`config.mk`:
```
export PLATFORM = sky130hd
export DESIGN_NAME = vertex_sched_flat
export DESIGN_NICKNAME = d
export VERILOG_FILES = /design/src/rtl/vertex_sched_if.sv /design/src/rtl/vertex_sched.sv /design/src/flat_wrapper.sv
export SDC_FILE = /design/constraint.sdc
export NUM_CORES = 1
export LEC_CHECK = 0
export ABC_AREA = 0
export CAP_MARGIN = 30
export CORE_AREA = 5 5 459 461
export DETAILED_ROUTE_END_ITERATION = 12
export DIE_AREA = 0 0 464 466
export GPL_TIMING_DRIVEN = 0
export PLACE_DENSITY_LB_ADDON = 0.25
export SYNTH_ARGS = -nofsm -noshare
export SYNTH_HDL_FRONTEND = slang
export SYNTH_SLANG_ARGS = --single-unit
```
`constraint.sdc`:
```
create_clock -name clk -period 2.48 [get_ports clk]
set_input_delay 0.62 -clock clk [delete_from_list [all_inputs] [get_ports clk]]
set_output_delay 0.62 -clock clk [all_outputs]
set_load 0.02 [all_outputs]
```
`src/rtl/vertex_sched_if.sv`:
```
`default_nettype none
// +--------------------------------------------------------------------------+
// | vertex_sched_if : batch control, vertex-memory and datapath signal bundle |
// | Optional define VERTEX_SCHED_PERF_EN adds stall_cycles / batch_cycles.    |
// | Rev 1.0                                                                  |
// +--------------------------------------------------------------------------+
interface vertex_sched_if;
  logic              start;
  logic [15:0]       base_addr;
  logic [15:0]       tri_count;
  logic              mat_we;
  logic [3:0]        mat_idx;
  logic [31:0]       mat_wdata;
  logic [15:0][31:0] mat;
  logic              rd_en;
  logic [15:0]       rd_addr;
  logic [31:0]       rd_data;
  logic [14:0][31:0] v_in;
  logic [23:0]       color1;
  logic [23:0]       color2;
  logic [23:0]       color3;
  logic              vc_valid;
  logic              vc_done;
  logic              vc_stall;
  logic              busy;
  logic              done;
`ifdef VERTEX_SCHED_PERF_EN
  logic [31:0]       stall_cycles;
  logic [31:0]       batch_cycles;

  modport master (
    input  start, base_addr, tri_count, mat_we, mat_idx, mat_wdata, rd_data, vc_stall,
    output mat, rd_en, rd_addr, v_in, color1, color2, color3,
           vc_valid, vc_done, busy, done, stall_cycles, batch_cycles
  );
  modport slave (
    output start, base_addr, tri_count, mat_we, mat_idx, mat_wdata, rd_data, vc_stall,
    input  mat, rd_en, rd_addr, v_in, color1, color2, color3,
           vc_valid, vc_done, busy, done, stall_cycles, batch_cycles
  );
`else
  modport master (
    input  start, base_addr, tri_count, mat_we, mat_idx, mat_wdata, rd_data, vc_stall,
    output mat, rd_en, rd_addr, v_in, color1, color2, color3,
           vc_valid, vc_done, busy, done
  );
  modport slave (
    output start, base_addr, tri_count, mat_we, mat_idx, mat_wdata, rd_data, vc_stall,
    input  mat, rd_en, rd_addr, v_in, color1, color2, color3,
           vc_valid, vc_done, busy, done
  );
`endif
endinterface
`default_nettype wire

```
`src/rtl/vertex_sched.sv`:
```
`default_nettype none
// +--------------------------------------------------------------------------+
// | vertex_sched : fetches 15-word triangle records and issues them in order  |
// | Optional define VERTEX_SCHED_PERF_EN adds stall/batch cycle counters.     |
// | Rev 1.0                                                                  |
// +--------------------------------------------------------------------------+
module vertex_sched (
  input  logic           clk,
  input  logic           rst_n,
  vertex_sched_if.master bus
);
  localparam logic [3:0]  C_LAST_WORD = 4'd14;
  localparam logic [4:0]  C_NUM_WORDS = 5'd15;
  localparam logic [31:0] C_ONE       = 32'h0001_0000;

  typedef enum logic [1:0] {
    S_IDLE   = 2'd0,
    S_FETCH  = 2'd1,
    S_ISSUE  = 2'd2,
    S_FINISH = 2'd3
  } state_t;

  state_t            r_state;
  state_t            w_next;
  logic [15:0]       r_base;
  logic [15:0]       r_count;
  logic [15:0]       r_tri_idx;
  logic [4:0]        r_req_cnt;
  logic              r_rd_en;
  logic [15:0]       r_rd_addr;
  logic [3:0]        r_rd_k;
  logic              r_pend;
  logic [3:0]        r_pend_k;
  logic [15:0][31:0] r_mat;
  logic [14:0][31:0] r_v_in;
  logic              r_done;
  logic              w_start_ok;
  logic              w_xfer;
  logic              w_last;
  logic              w_cap_last;
  logic              w_issue_req;

  assign w_last      = (r_tri_idx == r_count - 16'd1);
  assign w_cap_last  = r_pend && (r_pend_k == C_LAST_WORD);
  assign w_issue_req = (r_state == S_FETCH) && (r_req_cnt != C_NUM_WORDS);

  always_ff @(posedge clk or negedge rst_n) begin
    if (!rst_n) begin
      r_state <= S_IDLE;
    end else begin
      r_state <= w_next;
    end
  end

  always_comb begin
    w_next     = r_state;
    w_start_ok = 1'b0;
    w_xfer     = 1'b0;
    case (r_state)
      S_IDLE: begin
        if (bus.start) begin
          w_start_ok = 1'b1;
          w_next     = (bus.tri_count == 16'd0) ? S_FINISH : S_FETCH;
        end
      end
      S_FETCH: begin
        if (w_cap_last) begin
          w_next = S_ISSUE;
        end
      end
      S_ISSUE: begin
        if (!bus.vc_stall) begin
          w_xfer = 1'b1;
          w_next = w_last ? S_FINISH : S_FETCH;
        end
      end
      S_FINISH: begin
        w_next = S_IDLE;
      end
      default: begin
        w_next = S_IDLE;
      end
    endcase
  end

  always_ff @(posedge clk or negedge rst_n) begin
    if (!rst_n) begin
      r_base    <= '0;
      r_count   <= '0;
      r_tri_idx <= '0;
      r_req_cnt <= '0;
      r_done    <= 1'b0;
    end else begin
      r_done <= (r_state == S_FINISH);
      if (w_start_ok) begin
        r_base    <= bus.base_addr;
        r_count   <= bus.tri_count;
        r_tri_idx <= '0;
        r_req_cnt <= '0;
      end else if (w_xfer && !w_last) begin
        r_tri_idx <= r_tri_idx + 16'd1;
        r_req_cnt <= '0;
      end else if (w_issue_req) begin
        r_req_cnt <= r_req_cnt + 5'd1;
      end
    end
  end

  // Read data returns one cycle after the request; r_pend/r_pend_k track it.
  always_ff @(posedge clk or negedge rst_n) begin
    if (!rst_n) begin
      r_rd_en   <= 1'b0;
      r_rd_addr <= '0;
      r_rd_k    <= '0;
      r_pend    <= 1'b0;
      r_pend_k  <= '0;
      r_v_in    <= '0;
    end else begin
      r_rd_en  <= w_issue_req;
      r_pend   <= r_rd_en;
      r_pend_k <= r_rd_k;
      if (w_issue_req) begin
        r_rd_addr <= r_base + {r_tri_idx[11:0], 4'b0000} + {12'd0, r_req_cnt[3:0]};
        r_rd_k    <= r_req_cnt[3:0];
      end
      if (r_pend) begin
        r_v_in[r_pend_k] <= bus.rd_data;
      end
    end
  end

  // Diagonal words (0, 5, 10, 15) reset to 1.0 in 16.16.
  always_ff @(posedge clk or negedge rst_n) begin
    if (!rst_n) begin
      for (int i = 0; i < 16; i++) begin
        r_mat[i] <= ((i % 5) == 0) ? C_ONE : 32'd0;
      end
    end else if (bus.mat_we && (r_state == S_IDLE)) begin
      r_mat[bus.mat_idx] <= bus.mat_wdata;
    end
  end

`ifdef VERTEX_SCHED_PERF_EN
  logic [31:0] r_stall_cycles;
  logic [31:0] r_batch_cycles;

  always_ff @(posedge clk or negedge rst_n) begin
    if (!rst_n) begin
      r_stall_cycles <= '0;
      r_batch_cycles <= '0;
    end else if (w_start_ok) begin
      r_stall_cycles <= '0;
      r_batch_cycles <= '0;
    end else begin
      if (r_state != S_IDLE) begin
        r_batch_cycles <= r_batch_cycles + 32'd1;
      end
      if ((r_state == S_ISSUE) && bus.vc_stall) begin
        r_stall_cycles <= r_stall_cycles + 32'd1;
      end
    end
  end

  assign bus.stall_cycles = r_stall_cycles;
  assign bus.batch_cycles = r_batch_cycles;
`endif

  assign bus.mat      = r_mat;
  assign bus.rd_en    = r_rd_en;
  assign bus.rd_addr  = r_rd_addr;
  assign bus.v_in     = r_v_in;
  assign bus.color1   = r_v_in[3][23:0];
  assign bus.color2   = r_v_in[7][23:0];
  assign bus.color3   = r_v_in[11][23:0];
  assign bus.vc_valid = (r_state == S_ISSUE);
  assign bus.vc_done  = (r_state == S_ISSUE) && w_last;
  assign bus.busy     = (r_state != S_IDLE);
  assign bus.done     = r_done;
endmodule
`default_nettype wire
```
`src/flat_wrapper.sv`:
```
// flat-port wrapper written by rule: the top's interface ports become plain ports
module vertex_sched_flat 
  (clk, rst_n, bus_start, bus_base_addr, bus_tri_count, bus_mat_we, bus_mat_idx, bus_mat_wdata, bus_rd_data, bus_vc_stall, bus_mat, bus_rd_en, bus_rd_addr, bus_v_in, bus_color1, bus_color2, bus_color3, bus_vc_valid, bus_vc_done, bus_busy, bus_done);
  vertex_sched_if bus_i ();
  input  logic clk;
  input  logic rst_n;
  input wire logic [$bits(bus_i.start)-1:0] bus_start;
  input wire logic [$bits(bus_i.base_addr)-1:0] bus_base_addr;
  input wire logic [$bits(bus_i.tri_count)-1:0] bus_tri_count;
  input wire logic [$bits(bus_i.mat_we)-1:0] bus_mat_we;
  input wire logic [$bits(bus_i.mat_idx)-1:0] bus_mat_idx;
  input wire logic [$bits(bus_i.mat_wdata)-1:0] bus_mat_wdata;
  input wire logic [$bits(bus_i.rd_data)-1:0] bus_rd_data;
  input wire logic [$bits(bus_i.vc_stall)-1:0] bus_vc_stall;
  output wire logic [$bits(bus_i.mat)-1:0] bus_mat;
  output wire logic [$bits(bus_i.rd_en)-1:0] bus_rd_en;
  output wire logic [$bits(bus_i.rd_addr)-1:0] bus_rd_addr;
  output wire logic [$bits(bus_i.v_in)-1:0] bus_v_in;
  output wire logic [$bits(bus_i.color1)-1:0] bus_color1;
  output wire logic [$bits(bus_i.color2)-1:0] bus_color2;
  output wire logic [$bits(bus_i.color3)-1:0] bus_color3;
  output wire logic [$bits(bus_i.vc_valid)-1:0] bus_vc_valid;
  output wire logic [$bits(bus_i.vc_done)-1:0] bus_vc_done;
  output wire logic [$bits(bus_i.busy)-1:0] bus_busy;
  output wire logic [$bits(bus_i.done)-1:0] bus_done;
  assign bus_i.start = bus_start;
  assign bus_i.base_addr = bus_base_addr;
  assign bus_i.tri_count = bus_tri_count;
  assign bus_i.mat_we = bus_mat_we;
  assign bus_i.mat_idx = bus_mat_idx;
  assign bus_i.mat_wdata = bus_mat_wdata;
  assign bus_i.rd_data = bus_rd_data;
  assign bus_i.vc_stall = bus_vc_stall;
  assign bus_mat = bus_i.mat;
  assign bus_rd_en = bus_i.rd_en;
  assign bus_rd_addr = bus_i.rd_addr;
  assign bus_v_in = bus_i.v_in;
  assign bus_color1 = bus_i.color1;
  assign bus_color2 = bus_i.color2;
  assign bus_color3 = bus_i.color3;
  assign bus_vc_valid = bus_i.vc_valid;
  assign bus_vc_done = bus_i.vc_done;
  assign bus_busy = bus_i.busy;
  assign bus_done = bus_i.done;
  vertex_sched u_core (.clk(clk), .rst_n(rst_n), .bus(bus_i));
endmodule
```
==> flow_summary.toml <==
[outcome]
status = "complete, but fails checks"
violations = "setup timing"

[sta]
finalCritPeriodShare_pct = 146
drv_slew = 0
skew_ns = 0.0388
hold_violations = 0
setup_violations = 195
slew_headroom_pct = 37.1
setup_ws_ns = -1.15
min_period_ns = 3.63
rsz0062_at_grt = "yes"
max_freq_mhz = 275
fin_hold_ws_ns = 0.0246
fin_setup_tns_ns = -28.44
tightest_slew_ns = 0.944

[clock_tree]
clk_pin_slew_worst_paths_ns = 0.06
htree_levels = 4
cts_root_buffer = "clkbuf_16"
cts_tree = "yes"
cts_sinks = 1074
cts_buffers = 134
max-clock-path-buffers = 3
clk_latency_ns = 0.79

[flow_run]
max_cap_viol_count = 0

[min_path]
hold_class = "in2async"

[setup_path]
critPathMaxStageDelay_ns = 0.42
arrival_ns = 3.01
r2r_cells = 13
rrSetupSlack_ns = -0.45
cp-end-kind = "primary output"
slowest_stage = "or3_1"
crit_type = "reg2out"
cp.required_ns = 1.86
worstReg2RegEnd = "u_core.r_tri_idx[8]"
cp-start-kind = "flop"
path_cells = "buf_2 -> or3_1 -> o31ai_1 -> a31oi_1 -> nor3_2 -> nand3_2 -> nor4b_4 -> buf_6"
crit_fanout = 10
r2r_start = "u_core.r_count[1]"
cp.buffers_inverters = 2
crit_family = "simple AND/OR/NAND/NOR gates"

[routing]
viasPerCell = 4.13
drtIter0Drc = 1421
vias = 29000
wl_mm = 189
wl_per_cell_um = 27.0
drc = 0
dr.pass1.iters = 5
ant_nets = 0

[pwr]
p_leak_nw = 30.8
ir_worst_vdd_uv = 584
total_power_mw = 85.2
cellPowerDensity_nw_per_um2 = 1360

[global_route]
grt_use_total_pct = 16.9
antenna_found_initial = 9
grt_start_max_net_pins = 161
grt_pass1_wl_mm = 259
grt_pass1_vias = 30500
grt-ovfl-total = 0

[floorplanning]
die_w_um = 464
core_area_um2 = 206000
die_h_um = 466
rows = 167
start_util_pct = 20.4
ios = 1190
die_area_um2 = 216000

[layout]
drive_gt1_share_pct = 35.0
layout.nets = 4315
finalInstanceArea_um2 = 62600
area_growth_pct = 48.9

[placement]
port_buffers = 1187
dp_slack_ns = -1.32
gp_congestion = 0.825
place_area_um2 = 58100
dp_hpwl_mm = 147

[logic_synthesis]
synth_top_cell_area_share_pct = 63.7
syn_inst = 2795
synthDistinctLibCells = 58
syn_area_per_cell_um2 = 15.0
ys_warn_count = 0
async_flop_share_pct = 100
synthTopCellsByArea = "dfrtp_1, mux2_2, nand2_1"
synth_top_cell_by_area = "dfrtp_1"
ys_seq_elements = 1074
syn_area_um2 = 42000
synth_nets = 2920
synth_edf_count = 0
synthFlopType = "dfrtp_1"
yosysSeqAreaShare_pct = 63.9
==> cell usage after synthesis (all sizes together) (7+ instances only) <==
master,n
a21oi,20
and3,7
buf,126
clkbuf,135
dfrtp,1070
ha,19
inv,15
mux2,993
nand2,147
nand2b,11
nand3,18
nand4,10
nor2,48
nor3,9
nor4,11
o21ai,30
or3,7
xnor2,16
xor2,27
==> per-layer routing <==
metal	routed length, um	track usage [%]	share of wire, %
met3	14600	6.06	7.7
met1	74900	19.7	40
met4	5040	4.73	2.7
met5	0	0	0
met2	94600	29.3	50
==> where the power goes <==
part           switching (mW)  internal [mW]
registers                3.81           24.3
clock network            8.41           12.0
logic                    21.2           15.4
total                    33.5           51.7
==> stage by stage <==
| stage | util, % | instances |
|---|---|---|
| after floorplan | - | 2795 |
| after global placement | 27.8 | 6686 |
| after detailed placement | 28.2 | 6727 |
| after CTS | 30.2 | 6988 |
| after global routing | 30.4 | 7004 |
| final | 30.4 | 7006 |
==> what timing repair did <==
action | CTS | global route
pin swaps | 22 | 27
gates cloned | 1 | 3
setup buffers | 17 | 15
hold endpoints to repair | 35 | 122
hold buffers | 2 | 1
endpoints found under the setup margin | 1508 | 771
resized for setup | 974 | 127
==> cell usage in the layout (no fill, tap or decap), types with 11 or more instances in the layout <==
cell type / instances
clkinv_2: 15
buf_4: 97
o21ai_0: 22
a21oi_1: 14
dlygate4sd2_1: 845
clkbuf_1: 128
nor2_1: 35
ha_1: 17
xor2_1: 26
clkbuf_8: 42
clkbuf_2: 23
buf_6: 20
buf_1: 30
mux2_2: 992
buf_2: 11
inv_1: 11
dlymetal6s2s_1: 29
xnor2_1: 15
nand2_1: 141
clkdlybuf4s50_1: 303
dfrtp_1: 1063
buf_8: 27
clkbuf_16: 137
==> sequential cells by signal (all words and copies together) (netlist names) <==
| name | flops |
|---|---|
| u_core.bus.done | 1 |
| u_core.r_rd_k | 4 |
| u_core.r_req_cnt | 5 |
| u_core.bus.color3 | 24 |
| u_core.bus.color2 | 24 |
| u_core.bus.rd_en | 1 |
| u_core.r_pend | 1 |
| u_core.bus.mat | 512 |
| u_core.r_base | 16 |
| u_core.r_count | 16 |
| u_core.bus.v_in | 408 |
| u_core.r_tri_idx | 16 |
| u_core.bus.rd_addr | 16 |
| u_core.bus.color1 | 24 |
| u_core.r_state | 2 |
| u_core.r_pend_k | 4 |
==> cell type report <==
class,instances,area (um^2)
Antenna cell,4,10.0
Inverter,15,61.3
Clock buffer,201,4000
Timing Repair Buffer,1263,12000
Tap cell,2704,3380
Fill cell,21100,143000
Buffer,257,1400
Clock inverter,43,672
Multi-Input combinational cell,1445,14200
Sequential cell,1074,26900
==> cell families after synthesis <==
logic type	count (synthesis)	synth area share [%]
buffers and inverters	276	3.17
DFF	1074	63.9
adders and majority gates	20	0.613
AOI/OAI and AO/OA	89	1.32
xor gates and xnor gates	43	0.896
muxes	994	26.6
and+or+nand+nor	299	3.46
==> worst max path at each step <==
stage	endpoint	depth (start not counted)	start
6_report	bus_vc_done	8	u_core.r_count[2]
5_1_grt	bus_vc_done	10	u_core.r_count[1]
4_1_cts	bus_vc_done	10	u_core.r_count[1]
3_5_place_dp	u_core.bus.mat[50]	8	u_core.r_state[0]
3_3_place_gp	u_core.bus.rd_addr[15]	1	rst_n
2_1_floorplan	bus_vc_done	9	u_core.r_count[1]
Power figures use the tool's default switching activity.
